==> src/rtl/fsm_arb_pkg.sv <==
// Shared types and helpers for the round-robin / fixed-priority grant arbiter.
package fsm_arb_pkg;

  typedef enum logic {
    IDLE  = 1'b0,
    GRANT = 1'b1
  } state_t;

  localparam int MODE_FIXED = 0;
  localparam int MODE_RR    = 1;

  // Index of the set bit of a one-hot (or zero) vector of up to 16 agents.
  function automatic logic [3:0] onehot_to_idx(input logic [15:0] oh);
    logic [3:0] idx;
    idx = '0;
    for (int i = 0; i < 16; i++)
      if (oh[i]) idx = idx | 4'(i);
    return idx;
  endfunction

endpackage

==> src/rtl/arb_pick.sv <==
// Combinational winner picker: rotate eligible requests so the start pointer
// sits at bit 0, take the first set bit, then rotate the index back.
module arb_pick #(
  parameter  int NUM_REQ = 4,
  localparam int IDX_W   = $clog2(NUM_REQ)
) (
  input  logic [NUM_REQ-1:0] req,
  input  logic [NUM_REQ-1:0] excl,
  input  logic [IDX_W-1:0]   ptr,
  input  logic               mode,
  output logic [NUM_REQ-1:0] win_oh,
  output logic [IDX_W-1:0]   win_idx,
  output logic               any
);

  logic [NUM_REQ-1:0] elig;
  logic [IDX_W-1:0]   start;
  logic [NUM_REQ-1:0] rot;

  assign elig  = req & ~excl;
  // Fixed priority is just round robin anchored at index 0.
  assign start = mode ? ptr : '0;

  // Rotate, find-first-set, rotate back.
  always_comb begin
    int j;
    int off;
    int sum;
    j       = 0;
    off     = 0;
    sum     = 0;
    rot     = '0;
    win_oh  = '0;
    for (int i = 0; i < NUM_REQ; i++) begin
      j = i + int'(start);
      if (j >= NUM_REQ) j = j - NUM_REQ;
      rot[i] = elig[j[IDX_W-1:0]];
    end
    for (int i = NUM_REQ - 1; i >= 0; i--)
      if (rot[i]) off = i;
    any = |rot;
    sum = off + int'(start);
    if (sum >= NUM_REQ) sum = sum - NUM_REQ;
    win_idx = sum[IDX_W-1:0];
    for (int i = 0; i < NUM_REQ; i++)
      win_oh[i] = any && (i == sum);
  end

endmodule

==> src/rtl/fsm_arbiter_rr.sv <==
// Registered one-hot grant arbiter with fixed-priority or round-robin
// selection and an optional hold limit that preempts a long-running owner.
module fsm_arbiter_rr
  import fsm_arb_pkg::*;
#(
  parameter  int NUM_REQ  = 4,
  parameter  int MODE     = 1,
  parameter  int MAX_HOLD = 8,
  localparam int IDX_W    = $clog2(NUM_REQ)
) (
  input  logic               clock,
  input  logic               reset,
  input  logic [NUM_REQ-1:0] req,
  output logic [NUM_REQ-1:0] gnt,
  output logic               gnt_valid,
  output logic [IDX_W-1:0]   gnt_id,
  output logic               preempt
);

  localparam logic       RR        = (MODE == MODE_RR);
  localparam logic       HOLD_EN   = (MAX_HOLD != 0);
  localparam logic [7:0] HOLD_LAST = HOLD_EN ? 8'(MAX_HOLD - 1) : 8'd0;

  state_t             state, state_nxt;
  logic [7:0]         hold_cnt, hold_nxt;
  logic [IDX_W-1:0]   ptr, ptr_nxt;
  logic [NUM_REQ-1:0] gnt_nxt;
  logic               preempt_nxt;
  logic               take;
  logic [NUM_REQ-1:0] win_oh;
  logic [IDX_W-1:0]   win_idx;
  logic               win_any;
  logic               own, others;

  assign own    = |(req & gnt);
  assign others = |(req & ~gnt);

  // The current owner is always excluded: on a handoff its req is already
  // low, and on a preempt it must lose this one arbitration.
  arb_pick #(.NUM_REQ(NUM_REQ)) u_pick (
    .req     (req),
    .excl    (gnt),
    .ptr     (ptr),
    .mode    (RR),
    .win_oh  (win_oh),
    .win_idx (win_idx),
    .any     (win_any)
  );

  // State and registered outputs; reset clears everything asynchronously.
  always_ff @(posedge clock or posedge reset) begin
    if (reset) begin
      state     <= IDLE;
      gnt       <= '0;
      gnt_valid <= 1'b0;
      gnt_id    <= '0;
      preempt   <= 1'b0;
      hold_cnt  <= '0;
      ptr       <= '0;
    end else begin
      state     <= state_nxt;
      gnt       <= gnt_nxt;
      gnt_valid <= |gnt_nxt;
      gnt_id    <= IDX_W'(onehot_to_idx(16'(gnt_nxt)));
      preempt   <= preempt_nxt;
      hold_cnt  <= hold_nxt;
      ptr       <= ptr_nxt;
    end
  end

  // Next state: leave GRANT only when nobody at all is requesting.
  always_comb begin
    state_nxt = state;
    case (state)
      IDLE:    if (|req) state_nxt = GRANT;
      GRANT:   if (!own && !others) state_nxt = IDLE;
      default: state_nxt = IDLE;
    endcase
  end

  // Next grant, preempt pulse, hold counter and round-robin pointer.
  always_comb begin
    gnt_nxt     = gnt;
    preempt_nxt = 1'b0;
    hold_nxt    = hold_cnt;
    ptr_nxt     = ptr;
    take        = 1'b0;
    case (state)
      IDLE: begin
        gnt_nxt = '0;
        take    = win_any;
      end
      GRANT: begin
        if (!own) begin
          if (others) take = 1'b1;
          else        gnt_nxt = '0;
        end else if (HOLD_EN && hold_cnt == HOLD_LAST && others) begin
          take        = 1'b1;
          preempt_nxt = 1'b1;
        end else if (HOLD_EN && others && hold_cnt != HOLD_LAST) begin
          hold_nxt = hold_cnt + 8'd1;
        end
      end
      default: gnt_nxt = '0;
    endcase
    if (take) begin
      gnt_nxt  = win_oh;
      hold_nxt = '0;
      ptr_nxt  = (win_idx == IDX_W'(NUM_REQ - 1)) ? '0 : win_idx + 1'b1;
    end
  end

endmodule

==> config.mk <==
export PLATFORM = sky130hd
export DESIGN_NAME = fsm_arbiter_rr
export DESIGN_NICKNAME = d
export VERILOG_FILES = /design/src/rtl/fsm_arb_pkg.sv /design/src/rtl/arb_pick.sv /design/src/rtl/fsm_arbiter_rr.sv
export SDC_FILE = /design/constraint.sdc
export NUM_CORES = 1
export LEC_CHECK = 0
export BUFFER_PORTS_ARGS = -buffer_cell sky130_fd_sc_hd__buf_2
export CAP_MARGIN = 5
export CORE_MARGIN = 4
export CORE_UTILIZATION = 51
export CTS_BUF_LIST = sky130_fd_sc_hd__clkbuf_16
export CTS_CLUSTER_SIZE = 8
export DETAILED_ROUTE_END_ITERATION = 12
export GPL_TIMING_DRIVEN = 0
export PLACE_DENSITY = 0.71
export SLEW_MARGIN = 0
export SYNTH_ARGS = -nofsm -noshare
export SYNTH_HDL_FRONTEND = slang
export SYNTH_SLANG_ARGS = --single-unit
==> constraint.sdc <==
create_clock -name clock -period 2.88 [get_ports clock]
set_clock_uncertainty 0.1 [all_clocks]
set_input_delay 0.864 -clock clock [delete_from_list [all_inputs] [get_ports clock]]
set_output_delay 0.864 -clock clock [all_outputs]
set_load 0.01 [all_outputs]
==> impl_metrics.tcl, run 1 <==
set metrics [dict create \
    grt-ovfl-total 0 \
    synth_cells 122 \
    mostFrequentLayoutCell "dfrtp_1" \
    ys_types 36 \
    synth_warnings 0 \
    grt_pass1_vias 1184 \
    htreeDepth 1 \
    critical_path_class "primary input to flip-flop" \
    viasPerCell 6.308 \
    numCtsBuffers 3 \
    wirelength_mm 3.087 \
    cts.path.max_buffers 2 \
    end_kind "flip-flop" \
    num_vias 1085 \
    status "complete, but fails checks" \
    drcViolationCount 0 \
    start_kind "primary input" \
    grt_usage_pct 21.35 \
    pre_cts_slack_ns -0.6698 \
    rsz0062_at_grt "yes" \
    clkSlewWorstSetupHoldPaths_ns 0.06 \
    async_flop_share_pct 100.0 \
    tightest_slew_ns 0.7493 \
    ioPinCount 14 \
    first_iter_violations 30 \
    r2r_end "gnt_valid" \
    ys_seq_elements 19 \
    fin_crit_ns 3.171 \
    dr.pass1.iters 4 \
    syn2layout_area_growth_pct 33.58 \
    ir_drop_mv 1.054 \
    synth_fp_nets 135 \
    antenna_found_initial 0 \
    path_max_fanout 5 \
    finalMaxSlewViolations 0 \
    grt_max_degree 20 \
    maxCapViolations 0 \
    ant_nets 0 \
    wl_per_cell_microns 17.95 \
    setup_viol 7 \
    core_region_area_sq_um 2212 \
    synth-main-ff-cell "dfrtp_1" \
    antennaDiodeCount 0 \
    finalInstanceArea_sq_um 1598 \
    hold_class "flip-flop to flip-flop" \
    design.die.area_sq_um 3184 \
    hold-path-endpoint "hold_cnt[0]" \
    min_path_cells 1 \
    rows 17 \
    insertion_delay_ns 0.25 \
    hold_slack_ns 0.4264 \
    syn_area_sq_um 1196 \
    layout_common_cells "dfrtp_1, buf_2, buf_4" \
    r2r_start "gnt[3]" \
    setup_slack_ns -0.2908 \
    holdCritStartpoint "hold_cnt[0]" \
    cts_tree "done" \
    period_share_pct 110.1 \
    portBuffers 13 \
    dpl.hpwl_mm 1.952 \
    timing.fmax_mhz 315.4 \
    place.gp.congestion 0.8315 \
    die_w_microns 56.43 \
    layout-drive-gt1-share_pct 43.75 \
    required_ns 2.90 \
    hold_viol_final 0 \
    numClockSinks 19 \
    p_leak_nw 0.6797 \
    cts_root_buf "clkbuf_16" \
    grt_pass1_wl_mm 5.340 \
    crit_arrival_ns 3.19 \
    nNetsFinal 158 \
    avgSynthCellArea_sq_um 9.804 \
    slew_headroom_pct 49.99 \
    place_area_sq_um 1335 \
    cts_hold_buf 0 \
    violations "negative setup slack" \
    r2r_setup_slack_ns -0.11 \
    synth_edf_count 0 \
    ys_seq_area_share_pct 39.75 \
    reg2regPathDepth 11 \
    powerDensity_nw_per_um2 1346 \
    start_util_pct 54.07 \
    die_h_microns 56.43 \
]
[power by group]
part	leakage (nW)	internal, W	total [W]	switching, W
clock network	0.0409	0.000186	0.000289	0.000103
logic	0.393	0.000743	0.00143	0.000690
registers	0.246	0.000348	0.000427	0.0000792
total	0.680	0.00128	0.00215	0.000873
[cell families after synthesis]
group	share of synthesized area, %
AO/OA/AOI/OAI	25.52
adder cells (fa/ha/maj)	7.950
buffers and inverters	3.556
multiplexers	2.511
AND/OR/NAND/NOR	20.71
flip-flops	39.75
[flip-flops by register name (all words and copies together), names as in the netlist]
| signal | cells |
|---|---|
| gnt | 4 |
| gnt_id | 2 |
| gnt_valid | 1 |
| hold_cnt | 8 |
| preempt | 1 |
| ptr | 2 |
| state | 1 |
[worst max-delay path: stages]
cell and delay [ns]:
buf_8 0.10, nor2b_4 0.13, and3_4 0.19, o21ai_2 0.12
o2111ai_2 0.10, ha_2 0.21, fa_2 0.62, inv_2 0.08
ha_4 0.17, nor2_4 0.10, a211oi_2 0.04, or4_1 0.48
[repair_timing]
item,in CTS,in global routing
buffers inserted,6,1
pin swaps,12,5
setup endpoints to repair,7,7
gates resized for setup,25,8
[cell type report]
class                      instances  area [sq um]
clock buffer                       3         75.07
timing repair buffer              20         146.4
fill                             168         614.3
inverter                           4         15.01
tap                               28         35.03
sequential                        19         475.5
clock inverter                     1         5.005
multi-input combinational         94         824.5
buffer                             3         21.27
[per-stage QoR]
stage | total power, W | utilization, % | instances | setup TNS, ns
2_1_floorplan | 0.001155 | - | 122 | -0.8796
3_3_place_gp | 0.001336 | 60.35 | 163 | -2.834
3_5_place_dp | 0.001368 | 60.35 | 163 | -3.269
4_1_cts | 0.002056 | 70.59 | 171 | -0.5739
5_1_grt | 0.002309 | 72.23 | 172 | -1.654
6_report | 0.002150 | 72.23 | 172 | -0.8881
[Yosys cell counts (4+ instances only)]
cell type | instances | area share [%]
dfrtp_1 | 19 | 40
a21oi_1 | 8 | 3.3
a211oi_1 | 6 | 3.8
ha_1 | 6 | 6.3
nand3_1 | 6 | 2.5
nor2_1 | 6 | 1.9
a22o_2 | 5 | 4.2
nand2b_1 | 5 | 2.6
o21ai_0 | 5 | 2.1
or4_1 | 5 | 3.1
inv_1 | 4 | 1.3
nand2_1 | 4 | 1.3
nor3_1 | 4 | 1.7
o31ai_1 | 4 | 2.5
[metal layers]
metal	global-route usage, %	wire [microns]	up-vias
li1	-	-	515
met1	24.68	1281	528
met2	36.47	1570	32
met3	4.828	136	10
met4	10.85	98	0
met5	0	0	-
[how the worst max path moves through the flow]
stage | from | end | slack, ns | cells after the start
floorplan | req[3] | gnt_valid | -0.35 | 11
global placement | req[3] | gnt_valid | -0.63 | 12
detailed placement | req[3] | gnt_valid | -0.67 | 12
CTS | req[0] | gnt_valid | -0.27 | 12
global route | req[0] | gnt_valid | -0.41 | 12
finish | req[0] | gnt_valid | -0.29 | 12
Note: power is estimated with default switching activity, not from simulation.
==> run 2, diff against run 1 <==
--- a/config.mk
+++ b/config.mk
@@ -8,12 +8,12 @@
 export BUFFER_PORTS_ARGS = -buffer_cell sky130_fd_sc_hd__buf_2
 export CAP_MARGIN = 5
 export CORE_MARGIN = 4
-export CORE_UTILIZATION = 51
+export CORE_UTILIZATION = 40
 export CTS_BUF_LIST = sky130_fd_sc_hd__clkbuf_16
 export CTS_CLUSTER_SIZE = 8
 export DETAILED_ROUTE_END_ITERATION = 12
 export GPL_TIMING_DRIVEN = 0
-export PLACE_DENSITY = 0.71
+export PLACE_DENSITY = 0.57
 export SLEW_MARGIN = 0
 export SYNTH_ARGS = -nofsm -noshare
 export SYNTH_HDL_FRONTEND = slang
==> run 2 against run 1 <==
Effect of this change: the flow still finishes with violations (negative setup slack); clock-buffer cell count is the same; combinational power hardly changed; non-clock buffer count fell by 1; largest cell class unchanged; largest power group unchanged; highest routed layer unchanged.
==> impl_metrics.tcl, run 2 (synthesis results as in run 1) <==
set metrics [dict create \
    fin_crit_ns 3.274 \
    powerDensity_nw_per_um2 1360 \
    grt_pass1_vias 1072 \
    viasPerCell 6.000 \
    place.gp.congestion 0.7045 \
    fin_setup_tns_ns -1.687 \
    maxCapViolations 0 \
    numCtsBuffers 3 \
    design.die.area_sq_um 3929 \
    htreeDepth 1 \
    die_h_microns 62.69 \
    use_met2_pct 27.03 \
    required_ns 2.92 \
    rows 19 \
    met1_usage_pct 20.78 \
    ir_drop_mv 1.014 \
    insertion_delay_ns 0.25 \
    grt_pass1_wl_mm 5.057 \
    core_region_area_sq_um 2805 \
    setup_viol 7 \
    layout_common_cells "dfrtp_1, buf_2, a21oi_1" \
    dpl.cell_count 166 \
    top_register "hold_cnt" \
    start_util_pct 42.64 \
    critical_path_class "primary input to flip-flop" \
    slew_headroom_pct 48.55 \
    period_share_pct 113.7 \
    ant_nets 0 \
    drcViolationCount 0 \
    clkSlewWorstSetupHoldPaths_ns 0.06 \
    grt_usage_pct 15.97 \
    final_cells 174 \
    mostFrequentLayoutCell "dfrtp_1" \
    antenna_found_initial 0 \
    reg_top3 "hold_cnt (8), gnt (4)" \
    cts_root_buf "clkbuf_16" \
    p_leak_nw 0.6669 \
    wirelength_mm 2.935 \
    finalMaxSlewViolations 0 \
    crit_arrival_ns 3.32 \
    status "complete, but fails checks" \
    grt-ovfl-total 0 \
    violations "negative setup slack" \
    layout-drive-gt1-share_pct 40.56 \
    portBuffers 13 \
    dpl.hpwl_mm 2.019 \
    antennaDiodeCount 0 \
    tightest_slew_ns 0.7709 \
    syn2layout_area_growth_pct 32.53 \
    path_max_fanout 5 \
    largest_reg_flops 8 \
    numClockSinks 19 \
    wl_per_cell_microns 16.87 \
    cts_tree "done" \
    start_kind "primary input" \
    top_usage_layer "met2" \
    pre_cts_slack_ns -0.6495 \
    timing.fmax_mhz 305.5 \
    met3_usage_pct 3.058 \
    ioPinCount 14 \
    hold_class "flip-flop to flip-flop" \
    rsz0062_at_grt "yes" \
    cts.path.max_buffers 2 \
    num_vias 1044 \
    first_iter_violations 43 \
    cts_hold_buf 0 \
    grt_max_degree 20 \
    end_kind "flip-flop" \
    die_w_microns 62.69 \
    dr.pass1.iters 4 \
    setup_slack_ns -0.3937 \
    nNetsFinal 157 \
    hold_viol_final 0 \
]
## run 2: power by group
| group | internal [W] | total, W | switching [W] |
|---|---|---|---|
| Sequential | 0.000348 | 0.000430 | 0.0000825 |
| Combinational | 0.000779 | 0.00143 | 0.000651 |
| Clock | 0.000188 | 0.000295 | 0.000107 |
## run 2: path summary, 6_finish.rpt
path	startpoint	end	slack, ns	depth (start not counted)
worst min register to register	hold_cnt[1]	hold_cnt[1]	0.43	2
max in group asynchronous	reset	gnt_id[1]	1.56	2
worst max-delay path	req[0]	gnt_id[0]	-0.39	12
worst max register to register	ptr[0]	gnt_valid	-0.24	11
worst min-delay path	hold_cnt[1]	hold_cnt[1]	0.43	2
min in group asynchronous	reset	preempt	0.64	2
## run 2: final cells by class
type	count	area, sq um
clock buffers	3	75.07
inverters	4	15.01
well taps	31	38.79
plain buffers	3	20.02
fillers	251	1220
clock inverters	1	7.507
repair buffers	19	136.4
multi-input cells	94	817.0
flip-flops and latches	19	475.5
## run 2: per-layer routing
layer	vias up	part of all wire [%]
met3	2	4.9
li1	515	-
met2	22	48
met1	505	47
met4	0	0.65
met5	-	0
## run 2: stage by stage
stage	hold WS, ns	util, %	power (W)	cell area, sq um
2_1_floorplan	0.3761	-	0.001155	1235
3_3_place_gp	0.3946	47.73	0.001344	1339
3_5_place_dp	0.4226	47.73	0.001366	1339
4_1_cts	0.4296	53.12	0.001839	1490
5_1_grt	0.4610	56.51	0.002314	1585
6_report	0.4325	56.51	0.002155	1585
## run 2: worst max-delay path, cell delays in order
cell and delay, ns:
buf_8 0.10, nor2b_4 0.14, buf_4 0.15, a2111o_1 0.36, o2111ai_2 0.10, ha_2 0.21
fa_2 0.47, buf_6 0.14, ha_4 0.16, buf_6 0.11, or2_2 0.26, a22o_2 0.25
## run 2: repair_timing
action	4_1_cts	5_1_grt
resized for setup	12	17
setup endpoints to repair	7	8
hold endpoints to repair	0	0
buffers inserted	2	4
pin swaps	6	9
